<file path="src/rtl/dragon_length_ctrl_pkg.sv">
// dragon_length_ctrl_pkg: shared game-phase encodings, defaults and segment layout
package dragon_length_ctrl_pkg;
  typedef enum logic [1:0] {S_IDLE = 2'd0, S_SPAWN = 2'd1, S_PLAY = 2'd2, S_DEAD = 2'd3} state_t;
  localparam int MOVE_PERIOD_DEF = 10;
  localparam int MAX_LEN_DEF = 7;
  typedef struct packed {
    logic [1:0] orient;
    logic [7:0] pos;
  } segment_t;
endpackage

</file>
<file path="src/rtl/dragon_length_ctrl_frame_ticker.sv">
// dragon_length_ctrl_frame_ticker: vsync edge detect and wrapping movement counter
module dragon_length_ctrl_frame_ticker #(
  parameter int MOVE_PERIOD = 10
) (
  input  logic       clk,
  input  logic       reset,
  input  logic       i_vsync,
  input  logic       i_clr,
  output logic       o_frame_tick,
  output logic [5:0] o_count,
  output logic       o_move_tick
);
  logic       r_vsync_q;
  logic [5:0] r_count;
  logic       r_move_tick;
  logic       w_wrap;
  assign o_frame_tick = i_vsync & ~r_vsync_q;
  assign w_wrap = r_count == 6'(MOVE_PERIOD);
  assign o_count = r_count;
  assign o_move_tick = r_move_tick;
  always_ff @(posedge clk or posedge reset)
    if (reset) begin
      r_vsync_q   <= 1'b0;
      r_count     <= '0;
      r_move_tick <= 1'b0;
    end else begin
      r_vsync_q   <= i_vsync;
      r_move_tick <= ~i_clr & o_frame_tick & w_wrap;
      if (i_clr) r_count <= '0;
      else if (o_frame_tick) r_count <= w_wrap ? '0 : r_count + 6'd1;
    end
endmodule

</file>
<file path="src/rtl/dragon_length_ctrl.sv">
// dragon_length_ctrl: game-phase FSM turning eat/damage requests into per-frame heal/hit pulses
module dragon_length_ctrl import dragon_length_ctrl_pkg::*; #(
  parameter int MOVE_PERIOD   = MOVE_PERIOD_DEF,
  parameter int MAX_LEN       = MAX_LEN_DEF,
  parameter int START_LEN     = 3,
  parameter int INVULN_FRAMES = 30
) (
  input  logic       clk,
  input  logic       reset,
  input  logic       vsync,
  input  logic       start,
  input  logic       eat_req,
  input  logic       damage_req,
  output logic       heal,
  output logic       hit,
  output logic [5:0] movementCounter,
  output logic       move_tick,
  output logic [2:0] length,
  output logic       invuln,
  output logic       game_over,
  output logic [1:0] state
);
  state_t     r_state;
  logic [2:0] r_len;
  logic [5:0] r_inv;
  logic       r_pend_heal, r_pend_hit, r_heal, r_hit;
  logic       w_frame, w_play, w_ph, w_pt, w_die, w_clr;
  // requests arriving on the frame_tick cycle itself are served by that frame
  assign w_play = r_state == S_PLAY;
  assign w_ph = r_pend_heal | (w_play & eat_req);
  assign w_pt = r_pend_hit | (w_play & damage_req & (r_inv == 6'd0));
  assign w_die = w_frame & w_play & w_pt & (r_len == 3'd1);
  assign w_clr = start | w_die | ~(w_play | (r_state == S_SPAWN));
  dragon_length_ctrl_frame_ticker #(.MOVE_PERIOD(MOVE_PERIOD)) u_ticker (
    .clk(clk), .reset(reset), .i_vsync(vsync), .i_clr(w_clr),
    .o_frame_tick(w_frame), .o_count(movementCounter), .o_move_tick(move_tick)
  );
  always_ff @(posedge clk or posedge reset)
    if (reset) begin
      r_state     <= S_IDLE;
      r_len       <= '0;
      r_inv       <= '0;
      r_pend_heal <= 1'b0;
      r_pend_hit  <= 1'b0;
      r_heal      <= 1'b0;
      r_hit       <= 1'b0;
    end else if (start) begin
      r_state     <= S_SPAWN;
      r_len       <= '0;
      r_inv       <= '0;
      r_pend_heal <= 1'b0;
      r_pend_hit  <= 1'b0;
      r_heal      <= 1'b0;
      r_hit       <= 1'b0;
    end else begin
      r_heal      <= 1'b0;
      r_hit       <= 1'b0;
      r_pend_heal <= w_ph;
      r_pend_hit  <= w_pt;
      if (w_frame && r_inv != 6'd0) r_inv <= r_inv - 6'd1;
      if (w_frame && r_state == S_SPAWN) begin
        r_heal <= 1'b1;
        r_len  <= r_len + 3'd1;
        if (r_len + 3'd1 == 3'(START_LEN)) r_state <= S_PLAY;
      end
      if (w_frame && w_play) begin
        if (w_pt) begin
          r_hit      <= 1'b1;
          r_len      <= r_len - {2'b0, r_len != 3'd0};
          r_pend_hit <= 1'b0;
          r_inv      <= 6'(INVULN_FRAMES);
          if (r_len == 3'd1) begin
            r_state     <= S_DEAD;
            r_pend_heal <= 1'b0;
          end
        end else if (w_ph) begin
          r_pend_heal <= 1'b0;
          if (r_len < 3'(MAX_LEN)) begin
            r_heal <= 1'b1;
            r_len  <= r_len + 3'd1;
          end
        end
      end
    end
  assign heal = r_heal;
  assign hit = r_hit;
  assign length = r_len;
  assign invuln = r_inv != 6'd0;
  assign game_over = r_state == S_DEAD;
  assign state = r_state;
endmodule

</file>
<file path="config.mk">
export PLATFORM = sky130hd
export DESIGN_NAME = dragon_length_ctrl
export DESIGN_NICKNAME = d
export VERILOG_FILES = /design/src/rtl/dragon_length_ctrl_pkg.sv /design/src/rtl/dragon_length_ctrl_frame_ticker.sv /design/src/rtl/dragon_length_ctrl.sv
export SDC_FILE = /design/constraint.sdc
export NUM_CORES = 1
export LEC_CHECK = 0
export BUFFER_PORTS_ARGS = -buffer_cell sky130_fd_sc_hd__buf_2
export CORE_MARGIN = 3
export CORE_UTILIZATION = 45
export DETAILED_ROUTE_END_ITERATION = 8
export PLACE_DENSITY = 0.73
export SLEW_MARGIN = 20
export SYNTH_ARGS = -nofsm -noshare
export SYNTH_HDL_FRONTEND = slang
export SYNTH_HIERARCHICAL = 1
export SYNTH_SLANG_ARGS = --single-unit
</file>
<file path="constraint.sdc">
create_clock -name clk -period 4.4 [get_ports clk]
set_input_delay 0.88 -clock clk [delete_from_list [all_inputs] [get_ports clk]]
set_output_delay 0.88 -clock clk [all_outputs]
set_load 0.1 [all_outputs]
</file>
==> qor.yml <==
run_status:
  status: "finished clean"
synthesis:
  async_reset_ff_frac: 1.00
  yosysSeqAreaShare: 0.389
  synth_area_leaders: "dfrtp_1, ha_1, a21oi_1, inv_1, xnor2_1"
  yosys_most_used_dff: "dfrtp_1"
  synth_top_area_frac: 0.389
  synth_edf_count: 0
  syn_inst: 150
  synthesis.nets: 168
  ys_warn_count: 6
  yosysTopAreaCell: "dfrtp_1"
  synth.distinct_cells: 50
  syn_area_per_cell_um2: 9.88
  ys_ff_latch: 23
  netlist_area_um2: 1480
route:
  drtIter0Drc: 70
  drt_first_pass_iters: 5
  vias: 1225
  drt-total-wl_um: 3140
  vias_per_cell: 5.78
  antenna_left: 0
  post_drt_wl_per_cell_um: 14.8
  drc: 0
clock_tree:
  cts_root_buf: "clkbuf_4"
  hold_buffers: 0
  worstSkewPairLatency_ps: 320
  cts.sinks: 23
  htreeDepth: 1
  cts_tree: "built"
  clk_pin_slew_worst_paths_ps: 130
  cts.path.max_buffers: 2
  postCtsResizedCells: 0
  post-cts-setup-buffer-count: 0
  cts_made_buffers: 3
critical_path:
  critPathKind: "input pin to flip-flop"
  path_max_fanout: 16
  worstReg2RegEnd: "u_ticker/o_count[0]"
  rrSetupSlack_ps: 1680
  end_kind: "flip-flop"
  arrival_ps: 3030
  crit_required_ps: 4650
  r2r_start: "r_inv[0]"
  rr_worst_depth: 8
  startpoint_type: "input pin"
layout:
  drive_gt1_frac: 0.208
  post-route-util: 0.527
  nets: 187
  area_delta_synth_final_pct: 10.4
  finalNonFillerCells: 212
  fillers: 292
  diodes: 0
  post-route-cell-area_um2: 1640
sta:
  min_period_ps: 2790
  setup_viol: 0
  tightest_slew_ps: 567
  fmax_mhz: 359
  slew_headroom: 0.621
  fin_crit_sh: 0.634
  drv_slew: 0
  rsz0062_at_grt: "no"
  hold_viol: 0
  tns_ps: 0
  clock_skew_ps: 4.13
floorplanning:
  start_util: 0.477
  core_area_um2: 3100
  io_pins: 22
  die_y_um: 63.4
  rows: 20
  fp.dieW_um: 63.4
  design.die.area_um2: 4020
global_route:
  antenna_found_initial: 0
  grt_max_degree: 19
  grt_pass1_vias: 1159
  grt_pass1_wl_um: 5290
  grt.overflow.total: 0
  grt_usage: 0.166
placed_design:
  post_dp_cell_area_um2: 1610
  io_buffers: 21
  placedCellCount: 208
  dp_hpwl_um: 2350
  gp_congestion: 0.822
pwr:
  power.leakage_nw: 0.776
  p_per_area_nw_per_um2: 441
  finalPower_mw: 0.721
  ir_drop_v: 0.000205
flow_run:
  cap_viol_max_count: 0
worst_hold_path:
  hp-class: "input pin to async pin"
==> state kept, by name, indices dropped and copies added (netlist names) <==
signal,flops
r_inv,6
u_ticker/o_count,6
length,3
state,2
heal,1
hit,1
r_pend_heal,1
r_pend_hit,1
u_ticker/o_move_tick,1
u_ticker/r_vsync_q,1
==> power breakdown <==
group / internal (mW) / switching [mW] / total, mW
sequential: 0.232 / 0.0254 / 0.257
combinational: 0.105 / 0.259 / 0.364
clock: 0.0341 / 0.0654 / 0.0995
total: 0.371 / 0.350 / 0.721
==> cells by family (layout without fill, tap and decap cells) <==
logic type | count (synthesis) | after routing | synth area share
fa+ha+maj | 12 | 12 | 0.101
xor+xnor | 6 | 6 | 0.0355
buf+inv | 19 | 37 | 0.0532
flops | 23 | 23 | 0.389
simple gates | 50 | 50 | 0.212
compound gates | 36 | 36 | 0.181
mux | 4 | 4 | 0.0287
==> through the flow <==
stage | setup WS, ps | hold slack, ps
finish | 1610 | 488
global route | 1510 | 489
CTS | 1650 | 493
detailed placement | 1300 | 538
global placement | 1430 | 525
floorplan | 1310 | 592
==> cell usage in the layout, fill, tap and decap left out, drive strengths merged, types with 3 or more instances in the layout <==
cell	count
clkbuf	3
nor3	4
o21ai	5
buf	21
ha	12
nand3	4
or3	3
a21oi	10
or4	3
xnor2	5
nand2b	3
inv	12
nand2	5
dfrtp	23
nor2	9
nor3b	3
==> per-layer routing <==
metal / global-route usage / up-vias / routed length (µm)
li1: - / 585 / -
met2: 0.263 / 38 / 1550
met1: 0.221 / 598 / 1400
met3: 0.0428 / 4 / 156
met5: 0 / - / 0
met4: 0.0512 / 0 / 31
==> synthesized netlist by cell type (all sizes together), types with 4 or more instances <==
library cell  instances
xnor2                 5
inv                  12
o21ai                 5
clkbuf                6
nor3                  4
nor2                  9
nand3                 4
a21oi                10
ha                   12
dfrtp                23
nand2                 5
==> worst max-delay path: stages <==
cell      delay, ps
buf_2           120
nand2b_4        100
inv_1           230
and2_1          300
nand3_1         130
or3b_2          570
or3_2           520
o21ai_0         170
==> how the worst max path moves through the flow <==
stage                  start                  end  slack, ps  cells past startpoint
global route           vsync  u_ticker/o_count[0]       1510                      8
floorplan           state[0]  u_ticker/o_count[0]       1310                      9
detailed placement     vsync  u_ticker/o_count[0]       1300                      8
global placement       vsync  u_ticker/o_count[2]       1430                      8
finish                 vsync  u_ticker/o_count[0]       1610                      8
CTS                    vsync  u_ticker/o_count[0]       1650                      8
==> area by class of cell <==
type / count / area (µm²) / share of cell area
Clock buffer: 3 / 22.5 / 0.0138
Clock inverter: 1 / 5.00 / 0.00306
Inverter: 12 / 45.0 / 0.0275
Multi-Input combinational cell: 108 / 827 / 0.506
Sequential cell: 23 / 576 / 0.352
Tap cell: 44 / 55.1 / 0.0337
Timing Repair Buffer: 21 / 105 / 0.0643
Power figures use the tool's default switching activity.
